[src/rtl/window_pkg.sv]
// Shared codes and helpers for the window firing FSM and its reduction datapath.
package window_pkg;

    // Mode select codes presented on next_mode_in; code 3 is invalid.
    localparam logic [1:0] MODE_LOAD   = 2'd0;
    localparam logic [1:0] MODE_COMP   = 2'd1;
    localparam logic [1:0] MODE_OUTPUT = 2'd2;

    // Reduction command codes presented on command_in.
    localparam logic [1:0] CMD_SUM    = 2'd0;
    localparam logic [1:0] CMD_MAX    = 2'd1;
    localparam logic [1:0] CMD_MIN    = 2'd2;
    localparam logic [1:0] CMD_ABSSUM = 2'd3;

    // State encoding.
    localparam int unsigned StateW = 3;

    localparam logic [StateW-1:0] ST_START  = 3'd0;
    localparam logic [StateW-1:0] ST_LOAD   = 3'd1;
    localparam logic [StateW-1:0] ST_COMP   = 3'd2;
    localparam logic [StateW-1:0] ST_OUTPUT = 3'd3;
    localparam logic [StateW-1:0] ST_END    = 3'd4;

    typedef enum logic [StateW-1:0] {
        StStart  = ST_START,
        StLoad   = ST_LOAD,
        StComp   = ST_COMP,
        StOutput = ST_OUTPUT,
        StEnd    = ST_END
    } state_e;

    // Ceiling log2, never below 1 so that derived vector widths stay legal.
    function automatic int unsigned clog2(input int unsigned n);
        int unsigned r;
        r = 0;
        for (int unsigned i = 0; i < 32; i++) begin
            if ((64'd1 << i) < 64'(n)) begin
                r = i + 1;
            end
        end
        return (r == 0) ? 1 : r;
    endfunction

endpackage

[src/rtl/window_firing_fsm_v2_reduce_step.sv]
// Combinational single-element reduction step plus saturation of the next accumulator.
module window_reduce_step
    import window_pkg::*;
#(
    parameter int unsigned WIDTH = 10,
    parameter int unsigned AW    = 13
) (
    input  logic signed [AW-1:0]    acc_i,
    input  logic signed [WIDTH-1:0] elem_i,
    input  logic [1:0]              cmd_i,
    input  logic                    first_i,
    output logic signed [AW-1:0]    acc_o,
    output logic signed [WIDTH-1:0] sat_o
);

    // Signed WIDTH-range limits, sign-extended to the accumulator width.
    localparam logic signed [AW-1:0] SatMax = {{(AW - WIDTH + 1){1'b0}}, {(WIDTH - 1){1'b1}}};
    localparam logic signed [AW-1:0] SatMin = {{(AW - WIDTH + 1){1'b1}}, {(WIDTH - 1){1'b0}}};

    logic signed [AW-1:0] elem_w;
    logic signed [AW-1:0] abs_w;

    // Widen the element first so abs(most-negative) cannot overflow.
    always_comb begin
        elem_w = {{(AW - WIDTH){elem_i[WIDTH-1]}}, elem_i};
        abs_w  = elem_w[AW-1] ? -elem_w : elem_w;
    end

    // Next accumulator; the first element seeds max/min and restarts the sums.
    always_comb begin
        acc_o = acc_i;
        case (cmd_i)
            CMD_SUM:    acc_o = first_i ? elem_w : acc_i + elem_w;
            CMD_MAX:    acc_o = (first_i || (elem_w > acc_i)) ? elem_w : acc_i;
            CMD_MIN:    acc_o = (first_i || (elem_w < acc_i)) ? elem_w : acc_i;
            CMD_ABSSUM: acc_o = first_i ? abs_w : acc_i + abs_w;
            default:    acc_o = acc_i;
        endcase
    end

    // Clamp the next accumulator into the signed WIDTH range.
    always_comb begin
        if (acc_o > SatMax) begin
            sat_o = SatMax[WIDTH-1:0];
        end else if (acc_o < SatMin) begin
            sat_o = SatMin[WIDTH-1:0];
        end else begin
            sat_o = acc_o[WIDTH-1:0];
        end
    end

endmodule

[src/rtl/window_firing_fsm_v2.sv]
// Window-computation firing FSM: one LOAD, COMP or OUTPUT mode per start_in request.
module window_firing_fsm_v2
    import window_pkg::*;
#(
    parameter  int unsigned SIZE  = 3,
    parameter  int unsigned WIDTH = 10,
    localparam int unsigned LW    = clog2(SIZE + 1)
) (
    input  logic             clk,
    input  logic             rst,
    input  logic             start_in,
    input  logic [1:0]       next_mode_in,
    input  logic [LW-1:0]    length_in,
    input  logic [1:0]       command_in,
    input  logic [WIDTH-1:0] data_in_fifo,
    input  logic             in_fifo_empty,
    input  logic             out_fifo_full,
    output logic             rd_in_data_fifo,
    output logic             wr_out_fifo1,
    output logic [WIDTH-1:0] data_out,
    output logic             done_out,
    output logic             err_out
);

    localparam int unsigned IW = clog2(SIZE);
    localparam int unsigned AW = WIDTH + clog2(SIZE) + 1;

    localparam logic [LW-1:0] SizeL   = LW'(SIZE);
    localparam logic [IW-1:0] LastIdx = IW'(SIZE - 1);

    state_e                  state_q, state_d;
    logic [IW-1:0]           idx_q, idx_d;
    logic signed [AW-1:0]    acc_q, acc_d;
    logic signed [WIDTH-1:0] res_q, res_d;
    logic [LW-1:0]           len_q, len_d;
    logic [1:0]              cmd_q, cmd_d;
    logic                    err_q, err_d;
    logic signed [WIDTH-1:0] mem_q [SIZE];

    logic                    mem_we;
    logic [LW-1:0]           len_eff;
    logic                    comp_first;
    logic                    comp_last;
    logic                    load_last;
    logic signed [WIDTH-1:0] cur_elem;
    logic signed [AW-1:0]    mem0_ext;
    logic signed [AW-1:0]    step_acc;
    logic signed [WIDTH-1:0] step_sat;

    // Window length clamp and position decode for the running index.
    always_comb begin
        len_eff    = ((len_q == '0) || (len_q > SizeL)) ? SizeL : len_q;
        comp_first = (idx_q == '0);
        comp_last  = ((LW'(idx_q) + LW'(1)) == len_eff);
        load_last  = (idx_q == LastIdx);
        cur_elem   = mem_q[idx_q];
        mem0_ext   = {{(AW - WIDTH){mem_q[0][WIDTH-1]}}, mem_q[0]};
    end

    window_reduce_step #(
        .WIDTH (WIDTH),
        .AW    (AW)
    ) u_step (
        .acc_i   (acc_q),
        .elem_i  (cur_elem),
        .cmd_i   (cmd_q),
        .first_i (comp_first),
        .acc_o   (step_acc),
        .sat_o   (step_sat)
    );

    // Next-state, datapath updates and outputs; FIFO enables are gated by the live flags.
    always_comb begin
        state_d         = state_q;
        idx_d           = idx_q;
        acc_d           = acc_q;
        res_d           = res_q;
        len_d           = len_q;
        cmd_d           = cmd_q;
        err_d           = 1'b0;
        mem_we          = 1'b0;
        rd_in_data_fifo = 1'b0;
        wr_out_fifo1    = 1'b0;
        done_out        = 1'b0;

        unique case (state_q)
            StStart: begin
                if (start_in) begin
                    len_d = length_in;
                    cmd_d = command_in;
                    idx_d = '0;
                    case (next_mode_in)
                        MODE_LOAD: begin
                            state_d = StLoad;
                        end
                        MODE_COMP: begin
                            state_d = StComp;
                            acc_d   = ((command_in == CMD_MAX) || (command_in == CMD_MIN)) ?
                                      mem0_ext : '0;
                        end
                        MODE_OUTPUT: begin
                            state_d = StOutput;
                        end
                        default: begin
                            // Invalid mode: report through END without touching memory/result.
                            state_d = StEnd;
                            err_d   = 1'b1;
                        end
                    endcase
                end
            end
            StLoad: begin
                rd_in_data_fifo = !in_fifo_empty;
                if (!in_fifo_empty) begin
                    mem_we = 1'b1;
                    idx_d  = idx_q + IW'(1);
                    if (load_last) begin
                        idx_d   = '0;
                        state_d = StEnd;
                    end
                end
            end
            StComp: begin
                acc_d = step_acc;
                idx_d = idx_q + IW'(1);
                if (comp_last) begin
                    idx_d   = '0;
                    res_d   = step_sat;
                    state_d = StEnd;
                end
            end
            StOutput: begin
                wr_out_fifo1 = !out_fifo_full;
                if (!out_fifo_full) begin
                    state_d = StEnd;
                end
            end
            StEnd: begin
                done_out = 1'b1;
                state_d  = StStart;
            end
            default: begin
                state_d = StStart;
            end
        endcase
    end

    // Moore outputs driven straight from registers.
    always_comb begin
        data_out = res_q;
        err_out  = err_q;
    end

    // FSM and datapath registers.
    always_ff @(posedge clk or negedge rst) begin
        if (!rst) begin
            state_q <= StStart;
            idx_q   <= '0;
            acc_q   <= '0;
            res_q   <= '0;
            len_q   <= '0;
            cmd_q   <= '0;
            err_q   <= 1'b0;
        end else begin
            state_q <= state_d;
            idx_q   <= idx_d;
            acc_q   <= acc_d;
            res_q   <= res_d;
            len_q   <= len_d;
            cmd_q   <= cmd_d;
            err_q   <= err_d;
        end
    end

    // Local token memory, written only by accepted LOAD reads.
    always_ff @(posedge clk or negedge rst) begin
        if (!rst) begin
            for (int i = 0; i < int'(SIZE); i++) begin
                mem_q[i] <= '0;
            end
        end else if (mem_we) begin
            mem_q[idx_q] <= data_in_fifo;
        end
    end

endmodule

[config.mk]
export PLATFORM = sky130hd
export DESIGN_NAME = window_firing_fsm_v2
export DESIGN_NICKNAME = d
export VERILOG_FILES = /design/src/rtl/window_pkg.sv /design/src/rtl/window_firing_fsm_v2_reduce_step.sv /design/src/rtl/window_firing_fsm_v2.sv
export SDC_FILE = /design/constraint.sdc
export NUM_CORES = 1
export LEC_CHECK = 0
export CAP_MARGIN = 0
export CORE_MARGIN = 5
export CORE_UTILIZATION = 60
export CTS_CLUSTER_SIZE = 28
export DETAILED_ROUTE_END_ITERATION = 8
export PLACE_DENSITY = 0.8
export REMOVE_ABC_BUFFERS = 1
export SLEW_MARGIN = 10
export SYNTH_ARGS = -nofsm -noshare
export SYNTH_HDL_FRONTEND = slang
export SYNTH_SLANG_ARGS = --single-unit
[constraint.sdc]
create_clock -name clk -period 6.5 [get_ports clk]
set_input_delay 1.3 -clock clk [delete_from_list [all_inputs] [get_ports clk]]
set_output_delay 1.3 -clock clk [all_outputs]
set_load 0.01 [all_outputs]
==> impl_metrics.json <==
{
  "syn_area_sq_mm": 0.005733,
  "dr.pass1.iters": 5,
  "nFillCells": 772,
  "synthSimpleGateAreaFrac_pct": 19.71,
  "hpwl_mm": 13.47,
  "ys_ff_latch": 63,
  "cp_common_cell": "a2111oi_4",
  "worst_pin_slew_ns": 0.9311,
  "cap_violations": 0,
  "wl_per_cell_um": 21.01,
  "antennaDiodeCount": 0,
  "slew_headroom_pct": 37.70,
  "crit_path_start_kind": "flip-flop",
  "clock_path_buffers": 2,
  "area_growth_pct": 11.85,
  "grt_max_degree": 64,
  "die_h_um": 107.8,
  "cts_setup_buffers": 0,
  "first_global_vias": 5391,
  "core-area_sq_mm": 0.009284,
  "grt_pass1_wl_mm": 28.18,
  "crit_arrival_ns": 5.93,
  "final_common_cell": "nor2_1",
  "status": "complete, no violations",
  "hold_class": "flip-flop to flip-flop",
  "yosysWarningCount": 0,
  "gr-total-overflow": 0,
  "muxShareOfSynthArea_pct": 8.795,
  "cp_max_fo": 17,
  "slowest_stage": "nor3_2",
  "cts_inserted_buffers": 9,
  "period_share_pct": 88.43,
  "wirelength_mm": 17.25,
  "drcViolationCount": 0,
  "hold_viol_final": 0,
  "tns_ns": 0,
  "start_util_pct": 61.75,
  "max_stage_delay_ns": 0.71,
  "final_antenna_net_count": 0,
  "clk_latency_ns": 0.34,
  "track_usage_pct": 30.95,
  "final.min_clock_period_ns": 5.748,
  "boundaryPins": 35,
  "clock.fmax_ghz": 0.1740,
  "ys_seq_area_share_pct": 27.50,
  "crit_type": "flip-flop to flip-flop",
  "finalSetupViolCount": 0,
  "drt_iter0_drc": 473,
  "post_cts_resized": 0,
  "synth_top_family_by_area": "compound AO/OA/AOI/OAI gates",
  "cts_max_level": 3,
  "synth_compound_area_share_pct": 24.31,
  "synth_edf_count": 0,
  "cts_tree": "yes",
  "viasPerCell": 6.646,
  "synth.distinct_cells": 75,
  "finClkSkew_ns": 0.005983,
  "drv_slew": 0,
  "fp-row-count": 35,
  "crit_path_end_kind": "flip-flop",
  "rsz0062_at_grt": "false",
  "die_area_sq_mm": 0.01161,
  "clock-sinks": 63,
  "synth_area_per_cell_sq_um": 8.686,
  "whs_ns": 0.5154,
  "port_buffers": 34,
  "multiInputGateArea_sq_mm": 0.003904,
  "ff_latch_area_sq_mm": 0.001577,
  "cp_cell_sequence": "nor2b_1 -> a2bb2oi_1 -> inv_1 -> ha_1 -> nand4_4 -> nor4_2 -> a211oi_2 -> nor3_2 -> a2111oi_4 -> a2111oi_4 -> nand3_2 -> a2111oi_4 -> a31oi_1",
  "synth-async-reset-ratio_pct": 100.0,
  "vias": 5456,
  "clock-root-buffer": "clkbuf_8",
  "clk_pin_slew_worst_paths_ns": 0.07,
  "worst-endpoint-required_ns": 6.69,
  "die_w_um": 107.8,
  "syn-instance-count": 660,
  "drive_above_1_share_pct": 11.13,
  "ys.flop_type": "dfrtp_1",
  "synth_xor_area_share_pct": 3.667,
  "synth_fa_ha_area_share_pct": 11.39,
  "layout.nets": 759,
  "cts_hold_buf": 0,
  "grt_antenna_before_repair": 0,
  "globalplace.congestion": 1.040,
  "layout_common_cells": "nor2_1 (64), dfrtp_1 (63), a21oi_1 (50), ha_1 (49), nand2_1 (43)"
}
==> per-stage QoR <==
step | setup slack, ns | util, % | cells | instance area (sq um)
finish | 0.7523 | 69.07 | 821 | 6412
global route | 0.2418 | 69.07 | 821 | 6412
CTS | 0.8625 | 69.07 | 821 | 6412
detailed placement | 0.9125 | 66.52 | 805 | 6176
global placement | 1.204 | 66.52 | 805 | 6176
floorplan | 1.084 | - | 635 | 5622
==> cell type report <==
class                           count  area share (%)
Clock inverter                      6           1.698
Timing Repair Buffer               41           6.049
Clock buffer                       10           1.990
Sequential cell                    63           24.59
Inverter                           39           2.283
Multi-Input combinational cell    533           60.88
Tap cell                          129           2.517
==> layer usage <==
metal / share of wire (%) / vias up / GRT usage [%]
li1: - / 2500 / -
met1: 42 / 2628 / 40.63
met2: 47 / 280 / 50.13
met3: 7.5 / 48 / 6.359
met4: 3.7 / 0 / 11.72
met5: 0 / - / 0
==> cells by family after synthesis <==
family | Yosys count
simple gates | 219
other cells | 1
mux | 46
xor+xnor | 24
buf+inv | 65
fa+ha+maj | 51
flops | 63
compound gates | 191
==> registers in the layout (all words and copies together) (netlist names) <==
signal / cells
acc_q: 13
cmd_q: 2
data_out: 10
err_out: 1
idx_q: 2
len_q: 2
mem0_ext: 10
mem_q: 20
state_q: 3
==> worst max-delay path: cells and delay by family, from the launching register on <==
| family | cells | cell delay (ns) |
|---|---|---|
| AND/OR/NAND/NOR | 5 | 2.24 |
| AO/OA/AOI/OAI | 6 | 1.85 |
| flip-flops | 1 | 0.68 |
| adder cells (fa/ha/maj) | 1 | 0.43 |
| buffers and inverters | 1 | 0.38 |
==> worst paths after layout <==
kind                                 startpoint                 endpoint  depth (start not counted)  slack, ns
setup / recovery           idx_q[0]$_DFFE_PN0P_  data_out[7]$_DFFE_PN0P_                         13       0.75
hold / removal             mem_q[7]$_DFFE_PN0P_     mem_q[7]$_DFFE_PN0P_                          1       0.52
setup reg to reg           idx_q[0]$_DFFE_PN0P_  data_out[7]$_DFFE_PN0P_                         13       0.75
hold reg to reg            mem_q[7]$_DFFE_PN0P_     mem_q[7]$_DFFE_PN0P_                          1       0.52
max in group asynchronous                   rst    mem_q[18]$_DFFE_PN0P_                          2       4.85
min in group asynchronous                   rst    acc_q[10]$_DFFE_PN0P_                          2       1.11
==> Yosys cell counts, types with 14 or more instances <==
| library cell | n | area [sq um] |
|---|---|---|
| dfrtp_1 | 63 | 1577 |
| xnor2_1 | 14 | 122.6 |
| a21oi_1 | 50 | 250.2 |
| inv_1 | 38 | 142.6 |
| clkbuf_1 | 21 | 78.83 |
| nor3_1 | 17 | 85.08 |
| nand3_1 | 22 | 110.1 |
| mux2_2 | 35 | 394.1 |
| o21ai_0 | 23 | 115.1 |
| a31oi_1 | 19 | 118.9 |
| ha_1 | 49 | 613.1 |
| nor2_1 | 64 | 240.2 |
| nand2b_1 | 15 | 93.84 |
| nand2_1 | 43 | 161.4 |
Power is left out: the tool's default activity adds up to more than one toggle a clock period on the data nets, which glitch-free logic cannot reach.
